## config.mk

```make
export PLATFORM = sky130hd
export DESIGN_NAME = pport_phy
export DESIGN_NICKNAME = d
export VERILOG_FILES = /design/src/rtl/pport_phy.sv
export SDC_FILE = /design/constraint.sdc
export NUM_CORES = 1
export LEC_CHECK = 0
export CAP_MARGIN = 5
export CORE_MARGIN = 2
export CORE_UTILIZATION = 38
export CTS_BUF_LIST = sky130_fd_sc_hd__clkbuf_4 sky130_fd_sc_hd__clkbuf_8
export CTS_CLUSTER_DIAMETER = 80
export DETAILED_ROUTE_END_ITERATION = 10
export SETUP_SLACK_MARGIN = 0.2
export SLEW_MARGIN = 15
export SYNTH_ARGS = -nofsm -noshare
export SYNTH_HDL_FRONTEND = slang
export SYNTH_SLANG_ARGS = --single-unit
```

## constraint.sdc

```tcl
create_clock -name i_clk -period 1.9 [get_ports i_clk]
set_clock_uncertainty 0.1 [all_clocks]
set_input_delay 0.19 -clock i_clk [delete_from_list [all_inputs] [get_ports i_clk]]
set_output_delay 0.19 -clock i_clk [all_outputs]
set_load 0.01 [all_outputs]
```

## src/rtl/pport_phy.sv

```systemverilog
// Pin-level link layer for the 7-bit parallel port: toggle req/ack pins on one side,
// single-cycle strobe/busy stream to the wishbone parallel-port core on the other.
module pport_phy #(
    parameter int NSYNC     = 2,
    parameter int SETUP_CYC = 2,
    parameter int LGTIMEOUT = 16
) (
    input  logic       i_clk,
    input  logic       i_reset_n,
    input  logic       i_pin_rxreq,
    input  logic [6:0] i_pin_rxdata,
    output logic       o_pin_rxack,
    output logic       o_rx_stb,
    output logic [6:0] o_rx_data,
    input  logic       i_tx_stb,
    input  logic [6:0] i_tx_data,
    output logic       o_tx_busy,
    output logic       o_pin_txreq,
    output logic [6:0] o_pin_txdata,
    input  logic       i_pin_txack,
    input  logic       i_clr_err,
    output logic       o_tx_timeout
);

    localparam int CNTW = (SETUP_CYC > 1) ? $clog2(SETUP_CYC) : 1;
    localparam logic [LGTIMEOUT-1:0] WAIT_MAX = '1;
    localparam logic [LGTIMEOUT-1:0] WAIT_PRE = WAIT_MAX - 1'b1;

    typedef enum logic [1:0] {
        ST_IDLE  = 2'd0,
        ST_SETUP = 2'd1,
        ST_WAIT  = 2'd2
    } tx_state_t;

    logic [NSYNC-1:0] rq_sync_reg;
    logic [NSYNC-1:0] ak_sync_reg;
    logic             rq_s;
    logic             ak_s;
    logic             rq_d_reg;
    logic             rx_edge;

    tx_state_t            state_reg, state_next;
    logic [CNTW-1:0]      cnt_reg, cnt_next;
    logic [LGTIMEOUT-1:0] wait_reg, wait_next;
    logic                 txreq_reg, txreq_next;
    logic [6:0]           txdata_reg, txdata_next;
    logic                 timeout_reg, timeout_next;
    logic                 timeout_set;

    always_ff @(posedge i_clk or negedge i_reset_n) begin
        if (!i_reset_n) begin
            rq_sync_reg <= '0;
            ak_sync_reg <= '0;
        end else begin
            rq_sync_reg <= {rq_sync_reg[NSYNC-2:0], i_pin_rxreq};
            ak_sync_reg <= {ak_sync_reg[NSYNC-2:0], i_pin_txack};
        end
    end

    assign rq_s    = rq_sync_reg[NSYNC-1];
    assign ak_s    = ak_sync_reg[NSYNC-1];
    assign rx_edge = rq_s ^ rq_d_reg;

    // Host keeps rxdata stable until it sees the ack, so capture on the edge cycle is safe.
    always_ff @(posedge i_clk or negedge i_reset_n) begin
        if (!i_reset_n) begin
            rq_d_reg    <= 1'b0;
            o_rx_stb    <= 1'b0;
            o_rx_data   <= '0;
            o_pin_rxack <= 1'b0;
        end else begin
            rq_d_reg <= rq_s;
            o_rx_stb <= rx_edge;
            if (rx_edge) begin
                o_rx_data   <= i_pin_rxdata;
                o_pin_rxack <= rq_s;
            end
        end
    end

    always_ff @(posedge i_clk or negedge i_reset_n) begin
        if (!i_reset_n) begin
            state_reg   <= ST_IDLE;
            cnt_reg     <= '0;
            wait_reg    <= '0;
            txreq_reg   <= 1'b0;
            txdata_reg  <= '0;
            timeout_reg <= 1'b0;
        end else begin
            state_reg   <= state_next;
            cnt_reg     <= cnt_next;
            wait_reg    <= wait_next;
            txreq_reg   <= txreq_next;
            txdata_reg  <= txdata_next;
            timeout_reg <= timeout_next;
        end
    end

    always_comb begin
        state_next  = state_reg;
        cnt_next    = cnt_reg;
        wait_next   = wait_reg;
        txreq_next  = txreq_reg;
        txdata_next = txdata_reg;
        timeout_set = 1'b0;
        case (state_reg)
            ST_IDLE: begin
                if (i_tx_stb) begin
                    txdata_next = i_tx_data;
                    cnt_next    = CNTW'(SETUP_CYC - 1);
                    state_next  = ST_SETUP;
                end
            end
            ST_SETUP: begin
                if (cnt_reg == '0) begin
                    txreq_next = ~txreq_reg;
                    wait_next  = '0;
                    state_next = ST_WAIT;
                end else begin
                    cnt_next = cnt_reg - 1'b1;
                end
            end
            ST_WAIT: begin
                // The request is never retracted: a late ack still completes the word.
                if (ak_s == txreq_reg) begin
                    state_next = ST_IDLE;
                end else if (wait_reg != WAIT_MAX) begin
                    wait_next   = wait_reg + 1'b1;
                    timeout_set = (wait_reg == WAIT_PRE);
                end
            end
            default: state_next = ST_IDLE;
        endcase
        timeout_next = timeout_set | (timeout_reg & ~i_clr_err);
    end

    assign o_tx_busy    = (state_reg != ST_IDLE);
    assign o_pin_txreq  = txreq_reg;
    assign o_pin_txdata = txdata_reg;
    assign o_tx_timeout = timeout_reg;

endmodule
```

==> impl_metrics.py, run 1 <==
metrics = {
    "die": {
        "io_pins": 39,
        "die_x_um": 76.0,
        "num_rows": 26,
        "die_h_um": 76.0,
        "start_util": 0.390,
        "core_um2": 5040,
        "die_area_um2": 5770,
    },
    "routing": {
        "vias_per_cell": 5.43,
        "postRouteAntennaNets": 0,
        "vias": 1788,
        "first_pass_iters": 4,
        "drtIter0Drc": 166,
        "wl_mm": 5.64,
        "drc": 0,
        "wire_per_inst_um": 17.1,
    },
    "critical_path": {
        "cp-end-kind": "flop",
        "worst_ep_arrival_time_ns": 2.06,
        "path_class": "flop to flop",
        "worstPathMaxFanout": 5,
        "critPathRequiredTime_ns": 2.03,
        "startpoint_type": "flop",
    },
    "timing": {
        "finalSetupTns_ns": -0.0317,
        "holdWs_ns": 0.230,
        "fmax_mhz": 518,
        "layout_setup_ws_ns": -0.0317,
        "tightestPinTransition_ns": 0.524,
        "setup_viol": 1,
        "slew_violations": 0,
        "period_share": 1.02,
        "hold_viol": 0,
        "fin_crit_ns": 1.93,
        "slew_headroom": 0.648,
        "rsz0062_at_grt": "true",
    },
    "job": {
        "maxCapViolCount": 0,
    },
    "cells_and_area": {
        "drive_gt1_frac": 0.413,
        "largest_reg_flops": 16,
        "finalInstanceArea_um2": 3060,
        "fin_nets": 280,
        "finish.utilization": 0.607,
        "diodes": 0,
        "syn_to_final_growth_pct": 55.6,
        "fill_cells": 415,
    },
    "synthesis": {
        "synth_area_um2": 1970,
        "synth_edf_count": 0,
        "synth-seq-cells": 42,
        "yosysWarnings": 0,
        "syn_area_per_cell_um2": 11.4,
        "synth.distinct_cells": 44,
        "synth_async_sr_flop_share": 1.00,
        "synthCells": 173,
        "ys.flop_type": "dfrtp_1",
        "syn_nets": 195,
        "ys_seq_area_frac": 0.534,
    },
    "global_routing": {
        "grt_pass1_wl_mm": 8.87,
        "grt_max_degree": 18,
        "grt_overflow": 0,
        "grt_pass1_vias": 1856,
        "grt_use_total": 0.193,
        "antenna_found_initial": 0,
    },
    "power_and_ir_drop": {
        "leakagePower_nw": 1.28,
        "power-per-cell-area_nw_per_um2": 1050,
        "peakVddDrop_v": 0.000722,
    },
    "min_path": {
        "min_path_type": "primary input to async pin",
    },
    "clocking": {
        "clock-sinks": 42,
        "cts_tree": "done",
        "clk_latency_ns": 0.29,
        "max-clock-path-buffers": 2,
        "clkSlewWorstSetupHoldPaths_ns": 0.08,
        "clockRootBuffer": "clkbuf_8",
        "h-tree-depth": 2,
        "cts-buffers-inserted": 5,
    },
    "placed_design": {
        "dp_hpwl_mm": 3.67,
        "dp_slack_ns": 0.0350,
        "dpl_cell_area_um2": 2590,
        "place_congestion": 0.942,
        "io_buffers": 38,
    },
    "outcome": {
        "violations": "setup timing",
        "status": "finished with violations",
    },
}
[final cells by class]
type	instances	area [um^2]	area share
clock buffer	5	68.8	0.0225
clock inverter	3	21.3	0.00695
inverter	6	22.5	0.00736
multi-input combinational	120	1080	0.352
sequential	42	1060	0.346
tap	70	87.6	0.0286
timing repair buffer	83	726	0.237
[where the power goes]
part,total (mW),switching [mW],internal (mW),leakage (nW)
clock,0.578,0.320,0.258,0.0441
combinational,1.36,0.633,0.726,0.723
sequential,1.27,0.171,1.09,0.517
total,3.20,1.12,2.08,1.28
[routing by layer]
layer,GRT usage,vias up,part of all wire
met5,0,-,0
met4,0.0655,0,0.029
met3,0.0488,16,0.054
met2,0.335,65,0.51
met1,0.235,878,0.41
li1,-,829,-
[worst paths after layout]
| check | start | end | cells after the start | slack, ns |
|---|---|---|---|---|
| max | wait_reg[9] | wait_reg[15] | 4 | -0.03 |
| min | i_reset_n | wait_reg[6] | 2 | 0.23 |
| max reg2reg | wait_reg[9] | wait_reg[15] | 4 | -0.03 |
| min reg2reg | ak_sync_reg[0] | ak_sync_reg[1] | 0 | 0.25 |
| max in group asynchronous | i_reset_n | o_pin_txdata[3] | 3 | 0.94 |
| min in group i_clk | i_pin_rxreq | rq_sync_reg[0] | 1 | 0.24 |
[worst max-delay path, cell delays in order, from the launching register on]
cell and delay (ns):
dfrtp_1 0.43, nand4_1 0.33, or4_4 0.52, or4_1 0.40, nand3_1 0.09
[cell families after synthesis]
kind of cell	count (synthesis)	share of synthesized area
buf+inv	12	0.0280
mux	19	0.106
xor+xnor	3	0.0172
fa+ha+maj	2	0.0127
compound gates	35	0.123
simple gates	60	0.179
flops	42	0.534
[placed cells by master (no fill, tap or decap), drive strengths merged, types with 2 or more instances in the layout]
cell type      count
a311o              2
buf               45
nand4              6
nand3             10
nor3               4
nand2b             3
clkbuf             5
mux2i              5
clkdlybuf4s50     36
nand2             15
ha                 2
a21oi              3
inv                6
mux2              14
clkinv             2
a31oi             10
dfrtp             42
xor2               2
nor2               6
o311ai             2
o211ai             3
or4                5
o21ai              7
nor4               6
[Yosys cell counts, types with 2 or more instances]
library cell,instances,share of area
dfrtp_1,42,0.53
nand2_1,15,0.029
mux2_2,14,0.080
a31oi_1,10,0.032
nand3_1,9,0.023
inv_1,6,0.011
nor2_1,6,0.011
mux2i_1,5,0.025
nor4_1,5,0.016
o21ai_0,5,0.013
nand4_1,4,0.013
nor3_1,4,0.010
a21oi_1,3,0.0076
clkbuf_1,3,0.0057
nand2b_1,3,0.0095
o211ai_1,3,0.011
or4_1,3,0.011
a311o_1,2,0.010
buf_2,2,0.0051
ha_1,2,0.013
nand4_2,2,0.013
o21ai_1,2,0.0051
o311ai_0,2,0.0089
[metrics by stage]
| step | cells | total power, mW |
|---|---|---|
| after CTS | 323 | 3.14 |
| final | 329 | 3.20 |
| after global routing | 329 | 3.42 |
| after global placement | 300 | 2.36 |
| after detailed placement | 300 | 2.41 |
| after floorplan | 173 | 1.78 |
[what timing repair did]
| action | in CTS | in global routing |
|---|---|---|
| hold endpoints to repair | 13 | 0 |
| setup buffers | 13 | 6 |
| gates resized for setup | 17 | 31 |
| hold buffers | 1 | 0 |
| endpoints found under the setup margin | 17 | 18 |
| gates cloned | 1 | 0 |
| pin swaps | 14 | 10 |
Power figures use the tool's default switching activity.
==> inputs of run 2 (changes only) <==
--- a/config.mk
+++ b/config.mk
@@ -5,6 +5,7 @@
 export SDC_FILE = /design/constraint.sdc
 export NUM_CORES = 1
 export LEC_CHECK = 0
+export ABC_AREA = 1
 export CAP_MARGIN = 5
 export CORE_MARGIN = 2
 export CORE_UTILIZATION = 38
==> run 2 against run 1 <==
Net effect:
- the flow now finishes without violations
- via count shrank 7.0%
- critical path depth grew 5
- combinational power shrank 7%
- worst setup slack gained 0.22 ns
- clock-buffer cell count grew 1
- non-clock buffer count shrank 35
- hold slack lost 0.00057 ns
- first-iteration DRC count shrank 68%
==> impl_metrics.py, run 2 <==
metrics = {
    "synthesis": {
        "synth_most_common_cell": "nand2_1",
        "synth.distinct_cells": 27,
        "synth_common_cells": "nand2_1 (82), dfrtp_1 (42), nor2_1 (33)",
        "synthCells": 235,
        "ys.flop_type": "dfrtp_1",
        "yosysWarnings": 0,
        "synth_edf_count": 0,
        "synth_area_leaders": "dfrtp_1 (52%), nand2_1 (15%), mux2_2 (7.7%)",
        "ys_seq_area_frac": 0.516,
        "syn_area_per_cell_um2": 8.67,
        "syn_nets": 257,
        "synth_area_um2": 2040,
        "yosysTopAreaCellShare": 0.516,
        "synth_async_sr_flop_share": 1.00,
        "yosysTopAreaCell": "dfrtp_1",
        "synth-seq-cells": 42,
    },
    "power_and_ir_drop": {
        "finalPower_mw": 3.14,
        "comb_power_share": 0.403,
        "p_int_mw": 2.02,
        "power-per-cell-area_nw_per_um2": 1130,
        "peakVddDrop_v": 0.000580,
        "switching_share": 0.356,
        "clockPowerShare": 0.232,
        "p_sw_mw": 1.12,
        "leakagePower_nw": 1.22,
        "p_seq_frac": 0.365,
    },
    "die": {
        "core_um2": 5140,
        "die_h_um": 77.2,
        "io_pins": 39,
        "num_rows": 26,
        "start_util": 0.397,
        "die_x_um": 77.2,
        "die_area_um2": 5970,
    },
    "routing": {
        "postRouteAntennaNets": 0,
        "wire_per_inst_um": 12.7,
        "vias_per_cell": 4.61,
        "drtIter0Drc": 53,
        "drc": 0,
        "vias": 1663,
        "wl_mm": 4.58,
        "first_pass_iters": 4,
    },
    "critical_path": {
        "worstPathMaxFanout": 5,
        "cp-end-kind": "flop",
        "path_class": "flop to flop",
        "r2r_cells": 9,
        "worst_ep_arrival_time_ns": 1.80,
        "critPathRequiredTime_ns": 1.99,
        "startpoint_type": "flop",
    },
    "cells_and_area": {
        "fin_nets": 312,
        "largest_reg_flops": 16,
        "drive_gt1_frac": 0.199,
        "mostFrequentLayoutCells": "nand2_1 (74), dfrtp_1 (42), clkdlybuf4s50_1 (37)",
        "diodes": 0,
        "syn_to_final_growth_pct": 35.7,
        "final_common_cell": "nand2_1",
    },
    "timing": {
        "finalSetupTns_ns": 0,
        "slew_headroom": 0.652,
        "holdWs_ns": 0.229,
        "rsz0062_at_grt": "true",
        "tightestPinTransition_ns": 0.521,
        "fmax_mhz": 585,
        "period_share": 0.900,
        "hold_viol": 0,
        "fin_crit_ns": 1.71,
        "layout_setup_ws_ns": 0.190,
        "slew_violations": 0,
        "setup_viol": 0,
    },
    "global_routing": {
        "grt_pass1_wl_mm": 7.71,
        "grt_max_degree": 43,
        "grt_pass1_vias": 1621,
        "grt_overflow": 0,
        "grt_use_total": 0.167,
        "antenna_found_initial": 0,
    },
    "clocking": {
        "clock-sinks": 42,
        "clk_latency_ns": 0.30,
        "cts_tree": "done",
        "clockRootBuffer": "clkbuf_8",
        "h-tree-depth": 2,
        "cts-buffers-inserted": 5,
        "clkSlewWorstSetupHoldPaths_ns": 0.08,
        "max-clock-path-buffers": 2,
    },
    "min_path": {
        "min_path_type": "primary input to flop",
        "holdPathStages": 1,
    },
    "job": {
        "maxCapViolCount": 0,
    },
    "outcome": {
        "status": "finished clean",
    },
    "placed_design": {
        "dp_hpwl_mm": 3.05,
        "place_congestion": 0.764,
        "io_buffers": 38,
        "dp_slack_ns": 0.0130,
    },
}
==> run 2: metrics by stage <==
| stage | std cells | instance area [um^2] | utilization |
|---|---|---|---|
| final | 361 | 2770 | 0.538 |
| after global routing | 361 | 2770 | 0.538 |
| after CTS | 354 | 2650 | 0.516 |
| after detailed placement | 343 | 2500 | 0.486 |
| after global placement | 343 | 2500 | 0.486 |
| after floorplan | 235 | 2040 | - |
==> run 2: what timing repair did <==
item / 4_1_cts / 5_1_grt
gates cloned: 0 / 2
gates resized for setup: 2 / 15
pin swaps: 0 / 7
buffers inserted: 2 / 5
hold endpoints to repair: 42 / 0
hold buffers: 1 / 0
endpoints found under the setup margin: 16 / 17
==> run 2: per-layer routing <==
metal	up-vias	global-route usage	share of wire
met5	-	0	0
met4	0	0.0554	0.011
met3	2	0.0494	0.031
met2	17	0.283	0.51
met1	787	0.203	0.45
li1	857	-	-
==> run 2: critical path, cell delays in order, from the launching register on <==
cell and delay (ns):
dfrtp_1 0.36, ha_2 0.20, nand2_2 0.08, nor2_4 0.17, nand2_2 0.08, o21ai_4 0.24
buf_6 0.15, nand2_4 0.07, nand3_1 0.09, nand2_1 0.06
==> run 2: worst paths after layout <==
check                      slack, ns               to      startpoint
hold reg to reg                 0.25   ak_sync_reg[1]  ak_sync_reg[0]
setup reg to reg                0.19      wait_reg[4]     wait_reg[0]
max in group asynchronous       0.92     wait_reg[14]       i_reset_n
hold / removal                  0.23   ak_sync_reg[0]     i_pin_txack
min in group asynchronous       0.42  o_pin_txdata[2]       i_reset_n
setup / recovery                0.19      wait_reg[4]     wait_reg[0]
==> run 2: power by group through the flow <==
stage	Combinational, mW	Clock [mW]	Sequential [mW]
2_1_floorplan	0.533	0	1.22
6_report	1.27	0.728	1.14
5_1_grt	1.38	0.780	1.17
3_5_place_dp	1.03	0	1.17
4_1_cts	1.10	0.744	1.14
3_3_place_gp	1.02	0	1.16
==> run 2: kinds of logic (layout without fill, tap and decap cells) <==
kind of cell	after synthesis	after routing	synth area share
muxes	14	14	0.0773
AOI/OAI and AO/OA	16	16	0.0491
buffers and inverters	18	72	0.0374
xor gates and xnor gates	3	3	0.0166
and+or+nand+nor	139	141	0.287
DFF	42	42	0.516
adders and majority gates	3	3	0.0172
==> run 2: final cells by class <==
type / instances / area [um^2]
Inverter: 16 / 60.1
Tap cell: 70 / 87.6
Sequential cell: 42 / 1050
Clock buffer: 6 / 76.3
Clock inverter: 2 / 37.5
Multi-Input combinational cell: 177 / 996
Timing Repair Buffer: 48 / 457
Fill cell: 509 / 2370
